===== src/rtl/uart_apb_arbiter.sv =====
// Two-requester round-robin arbiter driving a zero-wait-state APB master.
// Each grant runs one APB transfer (SETUP then ACCESS) against the UART
// register slave and reports completion back to the owning requester.
module uart_apb_arbiter #(
    parameter int ADDR_W = 32,
    parameter int DATA_W = 32
) (
    input  logic              PCLK,
    input  logic              PRESET,
    input  logic [1:0]        req,
    input  logic [ADDR_W-1:0] addr0,
    input  logic [ADDR_W-1:0] addr1,
    input  logic [1:0]        write,
    input  logic [DATA_W-1:0] wdata0,
    input  logic [DATA_W-1:0] wdata1,
    output logic [1:0]        done,
    output logic [DATA_W-1:0] rdata,
    output logic              busy,
    output logic [ADDR_W-1:0] PADDR,
    output logic              PWRITE,
    output logic              PSEL,
    output logic              PENABLE,
    output logic [DATA_W-1:0] PWDATA,
    input  logic [DATA_W-1:0] PRDATA
);

    typedef enum logic [1:0] {
        IDLE   = 2'd0,
        SETUP  = 2'd1,
        ACCESS = 2'd2
    } state_t;

    state_t            state;
    state_t            state_next;
    logic              owner;
    logic              owner_next;
    logic              last_grant;
    logic              grant;
    logic [ADDR_W-1:0] lat_addr;
    logic              lat_write;
    logic [DATA_W-1:0] lat_wdata;

    // Next-state and owner selection; requests are only looked at in IDLE.
    always_comb begin
        state_next = state;
        owner_next = owner;
        grant      = 1'b0;
        case (state)
            IDLE: begin
                if (req != 2'b00) begin
                    grant      = 1'b1;
                    state_next = SETUP;
                    // On a tie the requester that did not win last time goes next.
                    if (req == 2'b11) begin
                        owner_next = ~last_grant;
                    end else begin
                        owner_next = req[1];
                    end
                end
            end
            SETUP:   state_next = ACCESS;
            ACCESS:  state_next = IDLE;
            default: state_next = IDLE;
        endcase
    end

    // State, arbitration history and the transfer fields captured at grant.
    always_ff @(posedge PCLK or posedge PRESET) begin
        if (PRESET) begin
            state      <= IDLE;
            owner      <= 1'b0;
            last_grant <= 1'b1;
            lat_addr   <= '0;
            lat_write  <= 1'b0;
            lat_wdata  <= '0;
        end else begin
            state <= state_next;
            if (grant) begin
                owner      <= owner_next;
                last_grant <= owner_next;
                lat_addr   <= owner_next ? addr1 : addr0;
                lat_write  <= owner_next ? write[1] : write[0];
                lat_wdata  <= owner_next ? wdata1 : wdata0;
            end
        end
    end

    // Outputs decode the state directly so a reset clears them without a clock.
    always_comb begin
        PSEL    = 1'b0;
        PENABLE = 1'b0;
        PADDR   = '0;
        PWRITE  = 1'b0;
        PWDATA  = '0;
        done    = 2'b00;
        rdata   = '0;
        busy    = 1'b0;
        if (state == SETUP || state == ACCESS) begin
            PSEL   = 1'b1;
            busy   = 1'b1;
            PADDR  = lat_addr;
            PWRITE = lat_write;
            PWDATA = lat_wdata;
        end
        if (state == ACCESS) begin
            PENABLE     = 1'b1;
            done[owner] = 1'b1;
            if (!lat_write) begin
                rdata = PRDATA;
            end
        end
    end

endmodule


===== config.mk =====
export PLATFORM = sky130hd
export DESIGN_NAME = uart_apb_arbiter
export DESIGN_NICKNAME = d
export VERILOG_FILES = /design/src/rtl/uart_apb_arbiter.sv
export SDC_FILE = /design/constraint.sdc
export NUM_CORES = 1
export LEC_CHECK = 0
export CAP_MARGIN = 20
export CORE_AREA = 2 2 107 129
export DETAILED_ROUTE_END_ITERATION = 10
export DIE_AREA = 0 0 109 131
export PLACE_DENSITY_LB_ADDON = 0.05
export SKIP_CTS_REPAIR_TIMING = 1
export SLEW_MARGIN = 10
export SYNTH_ARGS = -nofsm -noshare
export SYNTH_HDL_FRONTEND = slang
export SYNTH_SLANG_ARGS = --single-unit

===== constraint.sdc =====
create_clock -name PCLK -period 2.5 [get_ports PCLK]
set_clock_uncertainty 0.2 [all_clocks]
set_input_delay 0.625 -clock PCLK [delete_from_list [all_inputs] [get_ports PCLK]]
set_output_delay 0.625 -clock PCLK [all_outputs]
set_load 0.03 [all_outputs]

-- Yosys cells after proc, flatten, opt, wreduce, memory -nomap -nowiden
Cells that the tools add are included.
- add/subtract/negate cells: 0
- multipliers: 0
- divide/modulo/power cells: 0
- magnitude comparators: 2
- equal/unequal tests: 4
- shifts and indexed selects: 0
- muxes and demuxes: 20
- bitwise gates (word level): 1
- reduce and logical (&&, ||, !) cells: 4
- operators with widths (operator ; count):
    $mux 32 ; 6
    $mux 1 ; 10
    $eq 2x2->1 const B ; 2
    $mux 2 ; 2
    $pmux 2 s2 ; 1
    $eq 2x1->1 const B ; 1
    $logic_not 2->1 ; 1
    $lt 1x2->1 const B ; 1
    $ne 2x2->1 const B ; 1
    $reduce_bool 2->1 ; 1
    $demux 1 s1 ; 1
    $ge 1x1->1 const B ; 1
    $logic_and 1x1->1 ; 1
    $logic_or 1x1->1 ; 1
    $not 1->1 ; 1
- bits in registers: 69
- bits in latches: 0
- RAM bits: 0
- ROM bits: 0
- input port bits: 166
- output and inout port bits: 102
- logic and storage cells: 37
- memories kept: 0

-- Depth between registers and ports, before layout
Gate-level depths: netlist of run 1.
- depth in word-level cells: 5
- gate-level depth with buffers: 8
- depth with buffers taken out: 5

-- Worst setup path before layout of run 1
Ideal clock, no wire load.
- kind: flip-flop to output port
- start point: register state[0]
- end point: output PADDR[0]
- data arrival time: 1685 ps
- data required time: 1675 ps
- path slack: -10 ps
- cell stages (with the launch flop): 6
- path through: dfrtp_1 -> inv_1 -> ha_1 -> clkbuf_1 -> clkbuf_1 -> and2_1
- word-level cells in the longest chain between the ends: 3
- elaborated cells between the ends (all ways): 4
- ends and longest elaborated chain (what ; line ; RTL):
    from (decl) ; 33 ; state_t state;
    from (signal assigned) ; 77 ; state <= state_next;
    $eq 2x1->1 or $eq 2x2->1 (tied branches) ; 98 ; if (state == SETUP || state == ACCESS) begin
    $logic_or 1x1->1 (*) ; 98 ;
    $mux 32 (*) ; 98 ;
    to (decl) ; 19 ; output logic [ADDR_W-1:0] PADDR,
Mark *: on every way between the ends. The rest lies on a longest branch, timed or not.

-- Final worst setup path of run 1
- start point: register state[0]
- end point: output PADDR[20]
Same word-level chain as after synthesis.

==> flow_summary.ini, run 1 <==
[setup_path]
cpPeakStageDelay_ps = 380
worstPathArrival_ps = 1770
worstPathRequired_ps = 1670
r2r_slack_ps = 450
crit_top_cell = buf_4
cp_max_fo = 7
path_cells = inv_2 > buf_6 > ha_4 > buf_4 > and2_2 > buf_4
reg2reg_depth = 7
timing.rr.end = lat_addr[7]
cp-start-kind = flop
endpoint_kind = primary output
worstSetupEndpoint = PADDR[20]
r2r-start = state[0]
critical_path_buf_inv_count = 4
critPathKind = flop to primary output
crit_cells = 6
cp_slowest_cell = dfrtp_1
cp_top_family = buffers and inverters
critPathLaunch = state[0]

[sta]
timing.hold.ws_ps = 333.8
worstMarginPinSlew_ps = 496.5
final.setup.worst_slack_ps = -98.76
rsz0062_at_grt = yes
setup_violations = 73
post-route-min-period_ps = 2599
post-route-period-util_pct = 104.0
slew_violations = 0
fin_tns_setup_ps = -4575
hold_viol = 0
max_freq_ghz = 0.3848
maxSlewHeadroom_pct = 66.90

[power_and_ir_drop]
power.switching_mw = 5.193
p_leak_nw = 3.295
peakVddDrop_mv = 0.8411
power.total_mw = 11.66
internal_power_mw = 6.469
p_comb_share_pct = 70.7
clkPwrFrac_pct = 12.2
p_sw_share_pct = 44.53
power.density_nw_per_um2 = 1480
power.share.sequential_pct = 17.0

[placement]
hpwl_um = 10160
portBuffers = 267
gp_congestion = 0.7749
place_area_um2 = 6970

[synthesis]
synth_ff_type = dfrtp_1
yosys_warnings = 0
synth.area.top_cells = dfrtp_1 39%, and2_1 14%, or3b_1 13%
synth_nets = 672
ys_types = 20
netlist_instances = 502
yosys.area.top_type = dfrtp_1
netlist_area_um2 = 4352
synth_edf_count = 0
ys_seq_elements = 69
synth_top_area_share_pct = 39.10
synthArstFlopShare_pct = 100.0
synth-seq-area-share_pct = 39.71
postSynthAreaPerCell_um2 = 8.669

[finish]
ff_latch_area_um2 = 1728
fill_cells = 1136
nNetsFinal = 923
final_core_util_pct = 60.32
syn_to_final_growth_pct = 81.11
multiInputGateArea_um2 = 2472
final_layout_size_suffix_gt1_share_pct = 28.76
design_area_um2 = 7881

[clocking]
clk_latency_ps = 330
clock-sinks = 69
htree_num_levels = 3
tritoncts = done
root_buffer = clkbuf_16
cts_inserted_buffers = 9
cts.clk_slew.worst_paths_ps = 60
cts_max_path_buffers = 2

[run_status]
failed_checks = negative setup slack
status = finished, violations left

[global_routing]
overflow = 0
grt_pass1_wl_um = 21360
antenna_found_initial = 1
grt_max_degree = 130
grt_use_total_pct = 19.10
grt_pass1_vias = 4166

[route]
first_iter_violations = 202
firstDrtPassIters = 4
drc = 0
routed_via_density = 4.956
avgRoutedWirePerCell_um = 16.45
vias = 4594
antenna_left = 0
routed_wl_um = 15250

[die]
die_w_um = 109
coreArea_um2 = 13070
initial_core_util_pct = 33.31
row_count = 46
die_h_um = 131
die-area_um2 = 14280
io_pins = 268

[hold_path]
hp-class = flop to flop

[run]
drv_cap = 0
## stage by stage
stage               worst slack (ps)  std cells
detailed placement             81.28        897
CTS                           -218.3        913
floorplan                      45.27        502
global route                  -159.6        927
global placement               140.9        897
finish                        -98.76        927
## area by class of cell
class                   instances  area share [%]
well taps                     168           2.667
clock inverters                 7           1.334
diodes                          1         0.03175
repair buffers                294           39.63
clock buffers                   9           2.858
inverters                       3          0.1905
multi-input cells             376           31.37
flip-flops and latches         69           21.92
## cells in the final DEF (no fill, tap or decap)
cell type / netlist / layout
inv_2: 0 / 2
dfrtp_1: 68 / 68
and2_2: 0 / 24
buf_6: 13 / 80
bufinv_16: 0 / 2
diode_2: 0 / 1
and2_1: 98 / 34
ha_1: 4 / 2
nor2_1: 71 / 71
dlymetal6s2s_1: 0 / 3
clkinvlp_4: 0 / 2
o21ai_1: 6 / 6
nor2b_4: 1 / 2
nand2_4: 0 / 1
nor2b_1: 2 / 1
inv_8: 0 / 1
mux2_2: 2 / 2
clkbuf_16: 0 / 12
dfstp_2: 1 / 1
buf_12: 0 / 9
or3b_1: 65 / 65
o21a_4: 0 / 1
inv_6: 0 / 3
ha_4: 0 / 2
and2_4: 0 / 40
buf_8: 0 / 3
buf_4: 1 / 31
a31oi_1: 65 / 65
nand2_1: 1 / 1
clkdlybuf4s50_1: 0 / 165
o21ai_0: 59 / 59
## cells by family after synthesis
logic type               count (synthesis)  synth area share, %
AO/OA/AOI/OAI                          131                16.99
adder cells (fa/ha/maj)                  4                1.150
buffers and inverters                   57                7.504
flip-flops                              69                39.71
multiplexers                             2               0.5175
AND/OR/NAND/NOR                        239                34.13
## registers in the layout, summed over array words and instances (netlist names)
register / count
lat_write: 1
lat_addr: 32
last_grant: 1
state: 2
owner: 1
lat_wdata: 32
## routing by layer
metal | global-route usage (%) | up-vias | wire [um]
met5 | 0 | - | 0
met4 | 6.938 | 0 | 245
met3 | 4.514 | 18 | 1024
met2 | 32.19 | 174 | 7777
met1 | 23.76 | 2149 | 6205
li1 | - | 2253 | -
## power groups by stage
| stage | sequential [mW] | clock [mW] | combinational [mW] |
|---|---|---|---|
| 5_1_grt | 2.06 | 1.52 | 8.81 |
| 3_3_place_gp | 1.94 | 0 | 6.86 |
| 3_5_place_dp | 1.98 | 0 | 6.92 |
| 2_1_floorplan | 1.89 | 0 | 4.56 |
| 4_1_cts | 1.96 | 1.47 | 6.94 |
| 6_report | 1.99 | 1.43 | 8.25 |
## synthesized netlist by cell type, drive strengths merged, types with 2 or more instances
master / number
clkbuf: 31
and2: 98
mux2: 2
ha: 4
a31oi: 65
nor2: 71
nor2b: 3
dfrtp: 68
o21ai: 65
inv: 3
buf: 23
or3b: 65
nand2: 2
## worst min-delay path by stage
stage | from | to | cells past startpoint
2_1_floorplan | owner | owner | 2
3_3_place_gp | last_grant | last_grant | 2
3_5_place_dp | last_grant | last_grant | 2
4_1_cts | last_grant | last_grant | 2
5_1_grt | lat_wdata[30] | lat_wdata[30] | 2
6_report | last_grant | last_grant | 2
## worst register-to-register path, delay by kind of cell, from the launching register on
kind / cells / cell delay, ps
and+or+nand+nor: 2 / 590
buffers and inverters: 3 / 430
DFF: 1 / 400
AOI/OAI and AO/OA: 1 / 210
adders and majority gates: 1 / 140
No activity file was read; power rests on OpenSTA's default activity.
==> inputs of run 2 (changes only) <==
clock period = 2.2 ns   (was 2.5 ns; I/O delays follow)
==> run 2 against run 1 <==
Compared with the run above: the flow still finishes with violations (negative setup slack); worst hold slack worse by 17 ps; die area unchanged; worst setup slack worse by 200 ps; power up 9.9%; register-to-register slack worse by 120 ps; combinational power up 12%; critical endpoint is now PADDR[30].
==> flow_summary.ini, run 2 (synthesis results as in run 1) <==
[run_status]
status = finished, violations left
failed_checks = negative setup slack

[global_routing]
antenna_found_initial = 0
grt_max_degree = 60
overflow = 0
grt_pass1_vias = 4157
grt_pass1_wl_um = 21590
grt_use_total_pct = 19.60

[die]
row_count = 46
initial_core_util_pct = 33.31
die_w_um = 109
die-area_um2 = 14280
die_h_um = 131
io_pins = 268
coreArea_um2 = 13070

[route]
drc = 0
vias = 4603
antenna_left = 0
avgRoutedWirePerCell_um = 16.90
routed_via_density = 4.944
first_iter_violations = 160
routed_wl_um = 15730
firstDrtPassIters = 5

[sta]
final.setup.worst_slack_ps = -297.2
fin_tns_setup_ps = -23120
setup_violations = 101
worstMarginPinSlew_ps = 362.0
hold_viol = 0
slew_violations = 0
post-route-period-util_pct = 113.5
rsz0062_at_grt = yes
max_freq_ghz = 0.4005
timing.hold.ws_ps = 316.7
maxSlewHeadroom_pct = 75.87
post-route-min-period_ps = 2497

[finish]
fill_cells = 1162
final_cell_mix = 165 x clkdlybuf4s50_1, 74 x buf_4, 71 x nor2_1
design_area_um2 = 7746
final_layout_size_suffix_gt1_share_pct = 31.72
nNetsFinal = 928
reg_top3 = lat_addr (32), lat_wdata (32), state (2)
syn_to_final_growth_pct = 78.00
antennaDiodeCount = 0
final_common_cell = clkdlybuf4s50_1

[clocking]
root_buffer = clkbuf_16
cts.clk_slew.worst_paths_ps = 60
cts_inserted_buffers = 9
htree_num_levels = 3
cts_max_path_buffers = 2
tritoncts = done
clk_latency_ps = 330
clock-sinks = 69

[power_and_ir_drop]
p_leak_nw = 3.230
power.density_nw_per_um2 = 1654
peakVddDrop_mv = 0.9376

[run]
drv_cap = 0

[setup_path]
cp-start-kind = flop
endpoint_kind = primary output
worstPathArrival_ps = 1750
worstPathRequired_ps = 1450
cp_max_fo = 13
critPathKind = flop to primary output

[placement]
gp_congestion = 0.7857
place_area_um2 = 7128
portBuffers = 267
hpwl_um = 10900

[hold_path]
hp-class = flop to flop
run 2: area by class of cell:
type | instances | area [um^2] | area share, %
clock buffers | 11 | 232.7 | 3.004
clock inverters | 5 | 27.53 | 0.3554
inverters | 3 | 17.52 | 0.2261
multi-input cells | 378 | 2499 | 32.26
flip-flops and latches | 69 | 1728 | 22.31
well taps | 168 | 210.2 | 2.714
repair buffers | 297 | 3032 | 39.14
run 2: worst max-delay path, cell delays in order, from the launching register on:
cell       delay (ps)
dfrtp_1           360
inv_2              60
buf_6             120
ha_4              360
clkbuf_16         210
and2_1            160
buf_6             140
run 2: where the power goes:
part           internal [mW]  switching (mW)  leakage (nW)  total [mW]
Combinational           4.29            4.96          2.33        9.25
Clock                  0.755           0.545         0.129        1.30
Sequential              1.92           0.337         0.768        2.26
run 2: worst paths after layout:
check	start	endpoint	slack, ps	depth (start not counted)
hold reg to reg	owner	owner	320	2
max in group asynchronous	PRESET	last_grant	920	3
min in group asynchronous	PRESET	state[1]	350	2
setup / recovery	state[0]	PADDR[30]	-300	6
setup reg to reg	state[1]	lat_addr[12]	330	7
hold / removal	owner	owner	320	2
run 2: per-stage QoR:
| step | instances | setup WS, ps | util (%) | total power, mW |
|---|---|---|---|---|
| 2_1_floorplan | 502 | -9.693 | - | 7.497 |
| 3_3_place_gp | 905 | -230.0 | 54.56 | 10.23 |
| 3_5_place_dp | 905 | -325.6 | 54.56 | 10.31 |
| 4_1_cts | 921 | -698.8 | 56.55 | 11.65 |
| 5_1_grt | 931 | -361.1 | 59.29 | 13.57 |
| 6_report | 931 | -297.2 | 59.29 | 12.81 |
run 2: routing by layer:
layer  part of all wire [%]  vias to the layer above  global-route usage (%)
met3                    7.1                       18                   3.968
li1                       -                     2258                       -
met4                    1.8                        0                   7.391
met2                     52                      189                   35.29
met1                     39                     2138                   22.78
met5                      0                        -                       0
